File: src/rtl/pixel_byte_packer.sv
// pixel_byte_packer: assembles incoming 8-bit bytes into one pixel word for the
// grayscale/Sobel pipeline. It takes one byte per pixel in Sobel-only mode and
// BYTES_PER_PX bytes (RGB, first byte most significant) in every other mode.
// A completed pixel is presented on pixel_o with a one-cycle px_rdy_o pulse.
module pixel_byte_packer #(
    parameter int BYTE_W         = 8,
    parameter int BYTES_PER_PX   = 3,
    parameter int MAX_PIXEL_BITS = 24
) (
    input  logic                      clk_i,
    input  logic                      nreset_i,
    input  logic                      clear_i,
    input  logic [1:0]                select_i,
    input  logic [BYTE_W-1:0]         byte_i,
    input  logic                      byte_vld_i,
    output logic [MAX_PIXEL_BITS-1:0] pixel_o,
    output logic                      px_rdy_o,
    output logic                      busy_o,
    output logic [15:0]               px_count_o
);

    localparam int IDX_W   = $clog2(BYTES_PER_PX + 1);
    localparam int SHIFT_W = MAX_PIXEL_BITS - BYTE_W;

    typedef enum logic {
        IDLE,
        COLLECT
    } state_t;

    state_t                    state_q, state_d;
    logic [IDX_W-1:0]          idx_q, idx_d;
    logic [SHIFT_W-1:0]        shift_q, shift_d;
    logic [MAX_PIXEL_BITS-1:0] pixel_q, pixel_d;
    logic                      px_rdy_q, px_rdy_d;
    logic [15:0]               count_q, count_d;

    logic one_byte_mode;
    logic last_byte;

    // The mode only matters on the first byte; COLLECT always means a multi-byte pixel.
    assign one_byte_mode = (select_i == 2'b01);
    assign last_byte     = (state_q == COLLECT) && (idx_q == IDX_W'(BYTES_PER_PX - 1));

    // State register with asynchronous active-low reset.
    always_ff @(posedge clk_i or negedge nreset_i) begin
        if (!nreset_i) begin
            state_q <= IDLE;
        end else begin
            state_q <= state_d;
        end
    end

    // Next-state logic: clear aborts any partial pixel, otherwise each valid byte advances.
    always_comb begin
        state_d = state_q;
        if (clear_i) begin
            state_d = IDLE;
        end else if (byte_vld_i) begin
            case (state_q)
                IDLE:    if (!one_byte_mode) state_d = COLLECT;
                COLLECT: if (last_byte)      state_d = IDLE;
                default: state_d = IDLE;
            endcase
        end
    end

    // Datapath next values: shift in partial bytes, emit the whole pixel on the last byte.
    always_comb begin
        idx_d    = idx_q;
        shift_d  = shift_q;
        pixel_d  = pixel_q;
        px_rdy_d = 1'b0;
        count_d  = count_q;
        if (clear_i) begin
            idx_d   = '0;
            shift_d = '0;
            count_d = '0;
        end else if (byte_vld_i) begin
            case (state_q)
                IDLE: begin
                    if (one_byte_mode) begin
                        pixel_d  = MAX_PIXEL_BITS'(byte_i);
                        px_rdy_d = 1'b1;
                        count_d  = count_q + 16'd1;
                        idx_d    = '0;
                    end else begin
                        shift_d = SHIFT_W'(byte_i);
                        idx_d   = IDX_W'(1);
                    end
                end
                COLLECT: begin
                    if (last_byte) begin
                        pixel_d  = {shift_q, byte_i};
                        px_rdy_d = 1'b1;
                        count_d  = count_q + 16'd1;
                        idx_d    = '0;
                    end else begin
                        shift_d = {shift_q[SHIFT_W-BYTE_W-1:0], byte_i};
                        idx_d   = idx_q + IDX_W'(1);
                    end
                end
                default: idx_d = '0;
            endcase
        end
    end

    // Datapath registers; reset zeroes everything so no partial pixel survives.
    always_ff @(posedge clk_i or negedge nreset_i) begin
        if (!nreset_i) begin
            idx_q    <= '0;
            shift_q  <= '0;
            pixel_q  <= '0;
            px_rdy_q <= 1'b0;
            count_q  <= '0;
        end else begin
            idx_q    <= idx_d;
            shift_q  <= shift_d;
            pixel_q  <= pixel_d;
            px_rdy_q <= px_rdy_d;
            count_q  <= count_d;
        end
    end

    assign pixel_o    = pixel_q;
    assign px_rdy_o   = px_rdy_q;
    assign busy_o     = (state_q == COLLECT);
    assign px_count_o = count_q;

endmodule

File: config.mk
export PLATFORM = sky130hd
export DESIGN_NAME = pixel_byte_packer
export DESIGN_NICKNAME = d
export VERILOG_FILES = /design/src/rtl/pixel_byte_packer.sv
export SDC_FILE = /design/constraint.sdc
export NUM_CORES = 1
export LEC_CHECK = 0
export ABC_AREA = 0
export BUFFER_PORTS_ARGS = -buffer_cell sky130_fd_sc_hd__buf_2
export CELL_PAD_IN_SITES_DETAIL_PLACEMENT = 0
export CELL_PAD_IN_SITES_GLOBAL_PLACEMENT = 1
export CORE_MARGIN = 3
export CORE_UTILIZATION = 25
export CTS_CLUSTER_DIAMETER = 200
export DETAILED_ROUTE_END_ITERATION = 16
export GPL_TIMING_DRIVEN = 0
export PLACE_DENSITY = 0.51
export SYNTH_ARGS = -nofsm -noshare
export SYNTH_HDL_FRONTEND = slang
export SYNTH_SLANG_ARGS = --single-unit
File: constraint.sdc
create_clock -name clk_i -period 2.7 [get_ports clk_i]
set_clock_uncertainty 0.2 [all_clocks]
set_input_delay 0.27 -clock clk_i [delete_from_list [all_inputs] [get_ports clk_i]]
set_output_delay 0.27 -clock clk_i [all_outputs]
set_load 0.02 [all_outputs]
* Yosys cells after proc, flatten, opt, wreduce, memory -nomap -nowiden
Index checks and enable logic that the tools add are counted.
Widths: inputs -> output; s select.
** Operators by class
- Bitwise gates (word level) :: 2
- Shift operators :: 0
- Add/subtract/negate cells :: 2
- Magnitude comparators :: 0
- Div/mod/pow operators :: 0
- Multipliers :: 0
- Eq/ne operators :: 8
- Muxes and demuxes :: 28
- Reduce and logical (&&, ||, !) cells :: 5
** Operators with widths (count)
- $mux 16 :: 8
- $pmux 16 s2 :: 2
- $mux 24 :: 2
- $pmux 24 s2 :: 1
- $add 16x1->16 const B :: 1
- $mux 1 :: 9
- $ne 3x3->1 const B :: 3
- $mux 2 :: 3
- $reduce_and 3->1 :: 2
- $pmux 1 s2 :: 2
- $pmux 2 s2 :: 1
- $reduce_and 4->1 :: 1
- $ne 3x2->1 const B :: 1
- $add 2x1->2 const B :: 1
- $eq 2x1->1 const B :: 1
- $eq 2x2->1 const B :: 1
- $ne 2x1->1 const B :: 1
- $ne 2x2->1 const B :: 1
- $not 1->1 :: 2
- $reduce_bool 2->1 :: 1
- $logic_and 1x1->1 :: 1
** Word-level totals
- Memories kept :: 0
- Latch bits :: 0
- Bits in writable memories :: 0
- Register bits after elaboration :: 60
- Word-level logic and storage cells :: 51
- Input bits :: 14
- ROM bits :: 0
- Output and inout port bits :: 42

* Logic depth before layout (Yosys ltp)
Gate-level depths: netlist (run 1).
- Depth in word-level cells :: 6
- Gate-level depth with buffers :: 6
- Gate-level depth less buffers :: 5

* Worst setup path after synthesis (run 1)
Ideal clock, no wire load.
- Path kind :: register to register
- From :: register state_q, in the netlist busy_o
- To :: register count_q[15], in the netlist px_count_o[15]
- Buffers on the path :: 1
- Data required time :: 2422 ps
- Stages on the path, launching flop included :: 6
- Clock period less this slack :: 2136 ps
- Arrival :: 1858 ps
- Path slack :: 564 ps
- Cell sequence :: dfrtp_1 -> or3b_1 -> buf_2 -> a2111o_1 -> or3_1 -> a21oi_1
** Between the ends
- Longest elaborated chain between the ends :: 4
** Ends and longest elaborated chain
- start, declared :: RTL line 30 : state_t state_q, state_d;
- start signal, assigned :: RTL line 49 : state_q <= state_d;
- $not 1->1
- $pmux 16 s2 :: RTL line 79 : case (state_q)
- $mux 16 :: RTL line 78 : end else if (byte_vld_i) begin
- $mux 16 :: RTL line 74 : if (clear_i) begin
- end signal, assigned :: RTL line 120 : count_q <= count_d;
- end, declared :: RTL line 35 : logic [15:0] count_q, count_d;
Several ways; a longest one is shown, not always the timed one. The select of a mux whose other input is x is not followed.
A chain may end at the register's enable or synchronous reset.

* Worst setup path in the final report (run 1)
- From :: register state_q, in the netlist busy_o
- To :: register shift_q[0]
** Between the ends
- Longest elaborated chain between the ends :: 4
** Ends and longest elaborated chain
- $not 1->1
- $pmux 16 s2 :: RTL line 79
- $mux 16 :: RTL line 78
- $mux 16 :: RTL line 74
- end signal, assigned :: RTL line 117 : shift_q <= shift_d;
- end, declared :: RTL line 32 : logic [SHIFT_W-1:0] shift_q, shift_d;
Several ways; a longest one is shown, not always the timed one. The select of a mux whose other input is x is not followed.

==> results.txt, run 1 <==
met2 usage = 17.6%
average wire per standard cell = 14.3 µm
GRT met3 Usage = 2.88%
DP Wirelength = 4710 µm
# nets final = 343
Sequential Power Share = 50.6%
Slew @ Worst Pin = 0.772 ns
Ys Warns = 0
initial antenna violation count = 0
period utilization = 84.0%
DIE AREA = 0.0116 mm²
Leakage Power = 1.52 nW
CTS root buf = clkbuf_8
CTS Buf Count = 9
global-route wire length before repair = 11000 µm
Die X = 108 µm
post-synthesis area per instance = 10.2 µm²
antenna-violating nets left = 0
Logic pwr share = 12.4%
post-CTS setup buffer count = 0
Clock Sinks = 60
Placement Rows = 36
drt pass-1 iters = 4
Area Growth Syn to Fin = 26.7%
met1 usage = 17.2%
Die Y-Extent = 108 µm
clock transition at the registers of the reported paths = 0.07 ns
worst hold path class = in2reg
switch share = 26.9%
critical path fanouts, max = 10
status = finished clean
fmax = 0.441 GHz
CP Class = reg2reg
diode count = 0
CTS tree = built
Max Cap Viol = 0
crit path time final = 2.27 ns
CP required = 2.70 ns
layout cells sized above 1 = 24.1%
GPL Wtd Cong = 0.726
Remaining Overflow, GRT = 0
Seq/Total Area, Yosys = 57.9%
P_sw = 0.000521 W
Cell variety after synth = 31
Via density = 4.44
final wirelength = 6650 µm
Ports = 56
Final Hold Vio Count = 0
busiest grt layer = met2
power per cell area = 590 mW/mm²
setup_tns = 0 ns
vias = 2065
CTS H-tree lvls = 3
Synth async-reset ratio = 100%
number of global-route vias before repair = 2101
syn nets = 270
Pint = 0.00142 W
worst vdd ir = 0.262 mV
Mapped Cells = 255
Fin Hold WS = 0.146 ns
headroom to the max-slew limit = 48.5%
RSZ-0062 raised after global routing = no
# DRC = 0
Final Max Tran Viols = 0
CP arrival = 2.27 ns
overall fraction of global-route tracks in use = 12.2%
clk_lat worst skew = 0.33 ns
Initial Util = 26.2%
CP endpoint kind = register
Tot Pwr = 0.00194 W
core area = 0.00991 mm²
ys flop type = dfrtp_1
buffers added on ports = 53
CP startpoint kind = register
initial drt markers = 65
largest net degree at the start of global routing = 61
Synth Register Bits = 60
Final Setup Violations = 0
Post-synth EDFFs = 0
CTS Buffer Depth = 2
Post-Syn Area = 0.00259 mm²
Clock power frac = 37.0%
==> critical path, stage by stage (launching register included) <==
cell and delay [ns]:
dfrtp_1 0.42, or3b_1 0.37, buf_2 0.17, nand3_1 0.39
buf_2 0.33, mux2i_1 0.21, nor2_1 0.05
==> logic make-up after synthesis <==
logic type	Yosys count	synth area share [%]
fa+ha+maj	1	0.483
compound gates	53	11.6
flops	60	57.9
mux	17	6.95
buf+inv	21	3.23
xor+xnor	7	2.36
simple gates	96	17.5
==> power groups by stage <==
stage               registers (W)  logic [W]  clock network, W
finish                   0.000981   0.000240          0.000717
global placement         0.000997   0.000236                 0
global route             0.000988   0.000268          0.000785
CTS                      0.000982   0.000249          0.000743
detailed placement       0.000998   0.000238                 0
floorplan                 0.00105  0.0000857                 0
==> state kept, by name, summed over array words and instances (netlist names) <==
name	count
pixel_o	24
px_count_o	16
shift_q	16
idx_q	2
busy_o	1
px_rdy_o	1
==> layout make-up <==
cell class                      instances  area [µm²]
Buffer                                 17        68.8
Clock buffer                           13         159
Clock inverter                          2        10.0
Fill cell                            1061        6620
Inverter                                4        15.0
Multi-Input combinational cell        174        1010
Sequential cell                        60        1500
Tap cell                              133         166
Timing Repair Buffer                   62         358
==> routing by layer <==
| layer | share of wire (%) | routed length (µm) | vias up |
|---|---|---|---|
| li1 | - | - | 1034 |
| met1 | 50 | 3320 | 987 |
| met2 | 44 | 2950 | 36 |
| met3 | 4.1 | 273 | 8 |
| met4 | 1.5 | 99 | 0 |
| met5 | 0 | 0 | - |
==> timing repair <==
item	CTS	global route
hold buffers	9	0
hold endpoints to repair	76	0
resized for setup	0	0
==> cells in the final DEF, fill, tap and decap left out, types with 2 or more instances in the layout <==
master,synthesis,layout
dfrtp_1,60,60
buf_2,4,56
nand2_1,46,46
o21ai_0,22,22
a21oi_1,18,18
nor2_1,17,17
clkbuf_1,13,15
nand4_1,11,11
clkbuf_8,0,11
mux2i_1,9,9
dlygate4sd3_1,0,9
mux2_2,8,8
inv_1,4,4
o211ai_1,4,4
nand3_1,4,4
or4_1,4,4
or3_1,4,4
xnor2_1,4,4
xor2_1,3,3
a211oi_1,3,3
o31ai_1,3,3
or2_2,2,2
nand2b_1,2,2
clkinv_2,0,2
==> synthesized netlist by cell type (all sizes together) (4+ instances only) <==
master / n / area, µm²
dfrtp: 60 / 1500
mux2: 8 / 90.1
or4: 4 / 30.0
inv: 4 / 15.0
nand2: 46 / 173
mux2i: 9 / 90.1
nand3: 4 / 20.0
nor2: 17 / 63.8
buf: 4 / 20.0
or3: 4 / 25.0
o21ai: 23 / 115
clkbuf: 13 / 48.8
o211ai: 4 / 30.0
a21oi: 18 / 90.1
xnor2: 4 / 35.0
nand4: 11 / 68.8
==> worst paths after layout <==
path,startpoint,endpoint,slack (ns),cells after the start
max in group asynchronous,nreset_i,idx_q[0]$_DFFE_PN0P_,1.44,2
min in group asynchronous,nreset_i,pixel_o[6]$_DFFE_PN0P_,0.36,2
worst max register to register,busy_o$_DFFE_PN0P_,shift_q[0]$_DFFE_PN0P_,0.43,6
worst min register to register,pixel_o[19]$_DFFE_PN0P_,pixel_o[19]$_DFFE_PN0P_,0.28,2
worst min-delay path,clear_i,px_count_o[8]$_DFFE_PN0P_,0.15,2
worst max-delay path,busy_o$_DFFE_PN0P_,shift_q[0]$_DFFE_PN0P_,0.43,6
==> per-stage QoR <==
step | util, % | worst slack, ns | instance area (µm²) | std cells
after floorplan | - | 0.564 | 2590 | 255
after global placement | 30.5 | 0.375 | 3020 | 441
after detailed placement | 30.5 | 0.378 | 3030 | 441
after CTS | 33.2 | 0.355 | 3290 | 465
after global routing | 33.2 | 0.225 | 3290 | 465
final | 33.2 | 0.433 | 3290 | 465
(Power assumes the default switching activity.)
==> inputs of run 2 (changes only) <==
==> constraint.sdc (replaced) <==
create_clock -name clk_i -period 2.1 [get_ports clk_i]
set_clock_uncertainty 0.2 [all_clocks]
set_input_delay 0.21 -clock clk_i [delete_from_list [all_inputs] [get_ports clk_i]]
set_output_delay 0.21 -clock clk_i [all_outputs]
set_load 0.02 [all_outputs]
==> run 2 against run 1 <==
Effect of this change:
- the flow now finishes with violations (negative setup slack)
- sequential cell count stayed put
- sequential share of layout area is 1.4 points lower
- critical path depth is 1 lower
- total power is 29% higher
- routed wire length is 0.48% higher
- final area is 3.3% higher
- largest cell class unchanged
- utilization is 1.1 points higher
- combinational power is 33% higher
- largest power group unchanged
- sequential power is 28% higher
- cell count is 1.5% higher
==> results.txt, run 2 (synthesized netlist as in run 1, its figures left out) <==
Die Y-Extent = 108 µm (unchanged)
largest net degree at the start of global routing = 61 (unchanged)
CP Class = reg2reg (unchanged)
Area Growth Syn to Fin = 30.9% (was 26.7%)
Worst Hold Path Cells = 2 (unchanged)
Logic pwr share = 12.8% (was 12.4%)
Remaining Overflow, GRT = 0 (unchanged)
RSZ-0062 raised after global routing = yes (was no)
Largest register FFs = 24 (unchanged)
crit path time final = 2.17 ns (was 2.27 ns)
most common cell after layout, fill and taps aside = dfrtp_1 (unchanged)
final wirelength = 6680 µm (was 6650 µm)
reg2reg setup slack = -0.07 ns (was 0.43 ns)
switch share = 26.7% (was 26.9%)
Hold EP = px_count_o[15]$_DFFE_PN0P_ (was px_count_o[8]$_DFFE_PN0P_)
Clock Sinks = 60 (unchanged)
Ports = 56 (unchanged)
# DRC = 0 (unchanged)
period utilization = 103% (was 84.0%)
Clock power frac = 36.7% (was 37.0%)
number of global-route vias before repair = 2108 (was 2101)
headroom to the max-slew limit = 47.6% (was 48.5%)
drt pass-1 iters = 4 (unchanged)
final worst slack = -0.0696 ns (was 0.433 ns)
Via density = 4.48 (was 4.44)
CTS Buffer Depth = 2 (unchanged)
Final Hold Vio Count = 0 (unchanged)
R2R depth = 5 (was 6)
# nets final = 350 (was 343)
CP startpoint kind = register (unchanged)
FF-to-FF Start = busy_o$_DFFE_PN0P_ (unchanged)
fillers = 1074 (was 1061)
initial antenna violation count = 0 (unchanged)
reg-to-reg endpoint = px_count_o[11]$_DFFE_PN0P_ (was shift_q[0]$_DFFE_PN0P_)
antenna-violating nets left = 0 (unchanged)
CTS root buf = clkbuf_8 (unchanged)
CP arrival = 2.22 ns (was 2.27 ns)
CTS tree = built (unchanged)
Max Cap Viol = 0 (unchanged)
Sequential Power Share = 50.5% (was 50.6%)
Final Setup Violations = 3 (was 0)
CP required = 2.15 ns (was 2.70 ns)
vias = 2114 (was 2065)
worst hold path class = in2reg (unchanged)
GPL Wtd Cong = 0.710 (was 0.726)
dpl cells = 441 (unchanged)
Placement Rows = 36 (unchanged)
diode count = 0 (unchanged)
Worst Hold Launch = clear_i (unchanged)
Final Max Tran Viols = 0 (unchanged)
DIE AREA = 0.0116 mm² (unchanged)
average wire per standard cell = 14.2 µm (was 14.3 µm)
P_sw = 0.000668 W (was 0.000521 W)
Slew @ Worst Pin = 0.786 ns (was 0.772 ns)
worst vdd ir = 0.339 mV (was 0.262 mV)
fmax = 0.461 GHz (was 0.441 GHz)
CTS Buf Count = 9 (unchanged)
commonest cells after routing, fill and taps aside = 59 x dfrtp_1, 53 x buf_2, 46 x nand2_1 (was 60 x dfrtp_1, 56 x buf_2, 46 x nand2_1)
Die X = 108 µm (unchanged)
DP Wirelength = 4660 µm (was 4710 µm)
CTS H-tree lvls = 3 (unchanged)
core area = 0.00991 mm² (unchanged)
layout cells sized above 1 = 29.5% (was 24.1%)
CP endpoint kind = register (unchanged)
clk_lat worst skew = 0.33 ns (about the same)
critical path fanouts, max = 6 (was 10)
initial drt markers = 74 (was 65)
Tot Pwr = 0.00250 W (was 0.00194 W)
clock transition at the registers of the reported paths = 0.07 ns (about the same)
overall fraction of global-route tracks in use = 12.4% (was 12.2%)
status = complete, but fails checks (was finished clean)
Layout Cells excl Fill = 472 (was 465)
violated checks = negative setup slack
Initial Util = 26.2% (unchanged)
Pint = 0.00183 W (was 0.00142 W)
buffers added on ports = 53 (unchanged)
global-route wire length before repair = 11200 µm (was 11000 µm)
Leakage Power = 1.58 nW (was 1.52 nW)
power per cell area = 736 mW/mm² (was 590 mW/mm²)
## run 2: cell count changes in the layout (fill, tap and decap cells not counted), sizes merged
cell,before,now
clkbuf,26,25
buf,57,65
## run 2: power groups by stage
stage | sequential, W | clock [W] | combinational, W
finish | 0.00126 | 0.000917 | 0.000320
global route | 0.00127 | 0.00101 | 0.000353
detailed placement | 0.00128 | 0 | 0.000305
floorplan | 0.00135 | 0 | 0.000112
global placement | 0.00128 | 0 | 0.000304
CTS | 0.00126 | 0.000960 | 0.000324
## run 2: per-stage QoR
step / hold slack (ns) / TNS [ns] / worst slack, ns / util, % / instance area [µm²]
2_1_floorplan: -0.286 / 0 / 0.00135 / - / 2600
3_3_place_gp: 0.265 / -5.14 / -0.199 / 30.6 / 3030
3_5_place_dp: 0.159 / -4.67 / -0.192 / 30.6 / 3030
4_1_cts: 0.0838 / -0.131 / -0.0491 / 33.8 / 3350
5_1_grt: 0.103 / -0.395 / -0.141 / 34.2 / 3390
6_report: 0.0705 / -0.137 / -0.0696 / 34.2 / 3390
## run 2: cell type report
cell class,count,area (µm²),area share [%]
timing repair buffer,70,418,12.3
clock buffer,13,159,4.68
multi-input combinational,174,1040,30.7
sequential,60,1500,44.3
inverter,4,15.0,0.442
tap,133,166,4.90
buffer,16,80.1,2.36
clock inverter,2,10.0,0.295
## run 2: how the worst max path moves through the flow
stage | start | end | slack [ns] | cells after the start
after floorplan | busy_o$_DFFE_PN0P_ | px_count_o[13]$_DFFE_PN0P_ | 0.001 | 5
after global placement | busy_o$_DFFE_PN0P_ | pixel_o[2]$_DFFE_PN0P_ | -0.20 | 5
after detailed placement | busy_o$_DFFE_PN0P_ | shift_q[0]$_DFFE_PN0P_ | -0.19 | 6
after CTS | busy_o$_DFFE_PN0P_ | px_count_o[11]$_DFFE_PN0P_ | -0.05 | 5
after global routing | busy_o$_DFFE_PN0P_ | px_count_o[11]$_DFFE_PN0P_ | -0.14 | 5
final | busy_o$_DFFE_PN0P_ | px_count_o[11]$_DFFE_PN0P_ | -0.07 | 5
## run 2: routing by layer
layer / wire [µm] / up-vias / GRT usage [%]
li1: - / 1044 / -
met1: 3460 / 1019 / 18.1
met2: 2860 / 41 / 17.5
met3: 250 / 10 / 2.70
met4: 107 / 0 / 5.41
met5: 0 / - / 0
## run 2: repair_timing
action	4_1_cts	5_1_grt
setup endpoints to repair	41	36
gates cloned	0	0
resized for setup	7	7
buffers inserted	5	3
hold endpoints to repair	76	0
pin swaps	3	1
hold buffers	9	0
## run 2: critical path: stages, from the launching register on
cell and delay [ns]:
dfrtp_2 0.44, or3b_1 0.37, buf_6 0.14, a2111o_1 0.45
or3_4 0.36, a21oi_2 0.14
==> inputs of run 3 (changes only) <==
--- a/config.mk
+++ b/config.mk
@@ -6,15 +6,15 @@
 export NUM_CORES = 1
 export LEC_CHECK = 0
 export ABC_AREA = 0
-export BUFFER_PORTS_ARGS = -buffer_cell sky130_fd_sc_hd__buf_2
 export CELL_PAD_IN_SITES_DETAIL_PLACEMENT = 0
 export CELL_PAD_IN_SITES_GLOBAL_PLACEMENT = 1
 export CORE_MARGIN = 3
 export CORE_UTILIZATION = 25
 export CTS_CLUSTER_DIAMETER = 200
 export DETAILED_ROUTE_END_ITERATION = 16
+export DONT_BUFFER_PORTS = 1
 export GPL_TIMING_DRIVEN = 0
-export PLACE_DENSITY = 0.51
+export PLACE_DENSITY = 0.45
 export SYNTH_ARGS = -nofsm -noshare
 export SYNTH_HDL_FRONTEND = slang
 export SYNTH_SLANG_ARGS = --single-unit
==> run 3 against run 2 <==
Effect of this change:
- the run still ends with negative setup slack left
- register-to-register slack worse by 0.05 ns
- combinational power is 41% lower
- worst setup slack worse by 0.053 ns
- die area stayed put
- maximum frequency is 2.4% lower
- routed wire length is 3.0% higher
- total power is 1.4% higher
- sequential cell count stayed put
- sequential power is 6% higher
- count of clock-buffer cells in the layout is 1 higher
- highest routed layer unchanged
- global-route usage is 0.39 points higher
- clock power is 9% higher
==> results.txt, run 3 (synthesized netlist as in run 1, its figures left out) <==
layout cells sized above 1 = 15.9% (was 29.5%)
fmax = 0.450 GHz (was 0.461 GHz)
commonest cells after routing, fill and taps aside = 58 x dfrtp_1, 46 x nand2_1, 22 x o21ai_0 (was 59 x dfrtp_1, 53 x buf_2, 46 x nand2_1)
# DRC = 0 (unchanged)
worst slack, placed = -0.307 ns (was -0.192 ns)
Leakage Power = 1.32 nW (was 1.58 nW)
# nets final = 294 (was 350)
Slew @ Worst Pin = 0.541 ns (was 0.786 ns)
Area Growth Syn to Fin = 21.1% (was 30.9%)
headroom to the max-slew limit = 63.0% (was 47.6%)
Initial Util = 26.2% (unchanged)
number of global-route vias before repair = 2002 (was 2108)
CTS root buf = clkbuf_8 (unchanged)
overall fraction of global-route tracks in use = 12.8% (was 12.4%)
multi-input logic area = 0.00103 mm² (was 0.00104 mm²)
Ports = 56 (unchanged)
Final Hold Vio Count = 0 (unchanged)
Via density = 4.62 (was 4.48)
CP arrival = 2.29 ns (was 2.22 ns)
CTS Buf Count = 9 (unchanged)
vias = 1920 (was 2114)
fin area = 0.00314 mm² (was 0.00339 mm²)
fillers = 1050 (was 1074)
Final Max Tran Viols = 0 (unchanged)
initial drt markers = 97 (was 74)
Critical Path Max Stage Delay = 0.52 ns (was 0.45 ns)
drt pass-1 iters = 4 (unchanged)
final wirelength = 6880 µm (was 6680 µm)
violated checks = negative setup slack (unchanged)
final worst slack = -0.123 ns (was -0.0696 ns)
CTS tree = built (unchanged)
Remaining Overflow, GRT = 0 (unchanged)
Max Cap Viol = 0 (unchanged)
clk_lat worst skew = 0.34 ns (was 0.33 ns)
Die X = 108 µm (unchanged)
CP startpoint kind = register (unchanged)
crit path time final = 2.22 ns (was 2.17 ns)
antenna-violating nets left = 0 (unchanged)
Reg area = 0.00150 mm² (about the same)
buffers added on ports = 0 (was 53)
diode count = 0 (unchanged)
CP endpoint kind = register (unchanged)
setup_tns = -0.321 ns (was -0.137 ns)
Clock Sinks = 60 (unchanged)
power per cell area = 807 mW/mm² (was 736 mW/mm²)
CTS Buffer Depth = 2 (unchanged)
status = complete, but fails checks (unchanged)
Largest register FFs = 24 (unchanged)
post-place instance area = 0.00277 mm² (was 0.00303 mm²)
critical path fanouts, max = 6 (unchanged)
GPL Wtd Cong = 0.715 (was 0.710)
CTS H-tree lvls = 3 (unchanged)
Placement Rows = 36 (unchanged)
most common cell after layout, fill and taps aside = dfrtp_1 (unchanged)
global-route wire length before repair = 11200 µm (about the same)
RSZ-0062 raised after global routing = yes (unchanged)
worst vdd ir = 0.306 mV (was 0.339 mV)
Die Y-Extent = 108 µm (unchanged)
average wire per standard cell = 16.5 µm (was 14.2 µm)
DIE AREA = 0.0116 mm² (unchanged)
Fin Hold WS = 0.0871 ns (was 0.0705 ns)
core area = 0.00991 mm² (unchanged)
period utilization = 106% (was 103%)
DP Wirelength = 4640 µm (was 4660 µm)
Crit-path slowest cell = a2111o_1 (unchanged)
clock transition at the registers of the reported paths = 0.07 ns (about the same)
CP Class = reg2reg (unchanged)
initial antenna violation count = 0 (unchanged)
Final Setup Violations = 4 (was 3)
worst hold path class = in2reg (unchanged)
largest net degree at the start of global routing = 61 (unchanged)
Cell Chain, Critical Path = or3b_4, a2111o_1, or3_1, a21oi_2 (was or3b_1, buf_6, a2111o_1, or3_4, a21oi_2)
CP required = 2.17 ns (was 2.15 ns)
==> run 3: cell count changes in the layout (fill, tap and decap cells not counted), sizes merged <==
cell    before  now
clkbuf      25   26
clkinv       2    1
buf         65    9
==> run 3: power by group <==
group / switching (W) / leakage [nW] / internal, W
clock network: 0.000452 / 0.0986 / 0.000550
logic: 0.000106 / 0.409 / 0.0000836
registers: 0.000118 / 0.809 / 0.00122
total: 0.000676 / 1.32 / 0.00186
==> run 3: per-stage QoR <==
stage	power, W	utilization (%)	instances
CTS	0.00258	31.7	418
global placement	0.00150	27.9	388
detailed placement	0.00151	27.9	388
finish	0.00253	31.7	416
global route	0.00266	31.7	416
floorplan	0.00146	-	255
==> run 3: layer usage <==
| metal | part of all wire, % | global-route usage (%) | up-vias |
|---|---|---|---|
| li1 | - | - | 933 |
| met1 | 49 | 18.1 | 932 |
| met2 | 42 | 17.5 | 47 |
| met3 | 7.1 | 4.80 | 8 |
| met4 | 1.2 | 4.87 | 0 |
| met5 | 0 | 0 | - |
==> run 3: worst paths after layout <==
check                                        start  slack [ns]  depth (start not counted)                         end
setup / recovery                busy_o$_DFFE_PN0P_       -0.12                          4  px_count_o[13]$_DFFE_PN0P_
hold / removal                             clear_i        0.09                          2  px_count_o[15]$_DFFE_PN0P_
setup reg to reg                busy_o$_DFFE_PN0P_       -0.12                          4  px_count_o[13]$_DFFE_PN0P_
hold reg to reg            shift_q[10]$_DFFE_PN0P_        0.33                          2     shift_q[10]$_DFFE_PN0P_
max in group asynchronous                 nreset_i        1.21                          2          busy_o$_DFFE_PN0P_
min in group asynchronous                 nreset_i        0.20                          2      pixel_o[5]$_DFFE_PN0P_
==> run 3: repair_timing <==
action	CTS	global route
endpoints found under the hold margin	76	0
pin swaps	3	5
hold buffers	10	0
setup endpoints to repair	44	39
gates resized for setup	9	10
setup buffers	5	0
==> run 3: worst max-delay path: cells and delay by family, from the launching register on <==
family | cells | cell delay (ns)
AOI/OAI and AO/OA | 2 | 0.64
DFF | 1 | 0.49
and+or+nand+nor | 2 | 0.84
==> run 3: layout make-up <==
cell class,instances,share of cell area [%]
sequential,60,47.9
multi-input combinational,174,32.8
clock buffer,14,5.82
tap,133,5.30
timing repair buffer,15,4.94
buffer,15,2.55
inverter,4,0.478
clock inverter,1,0.159
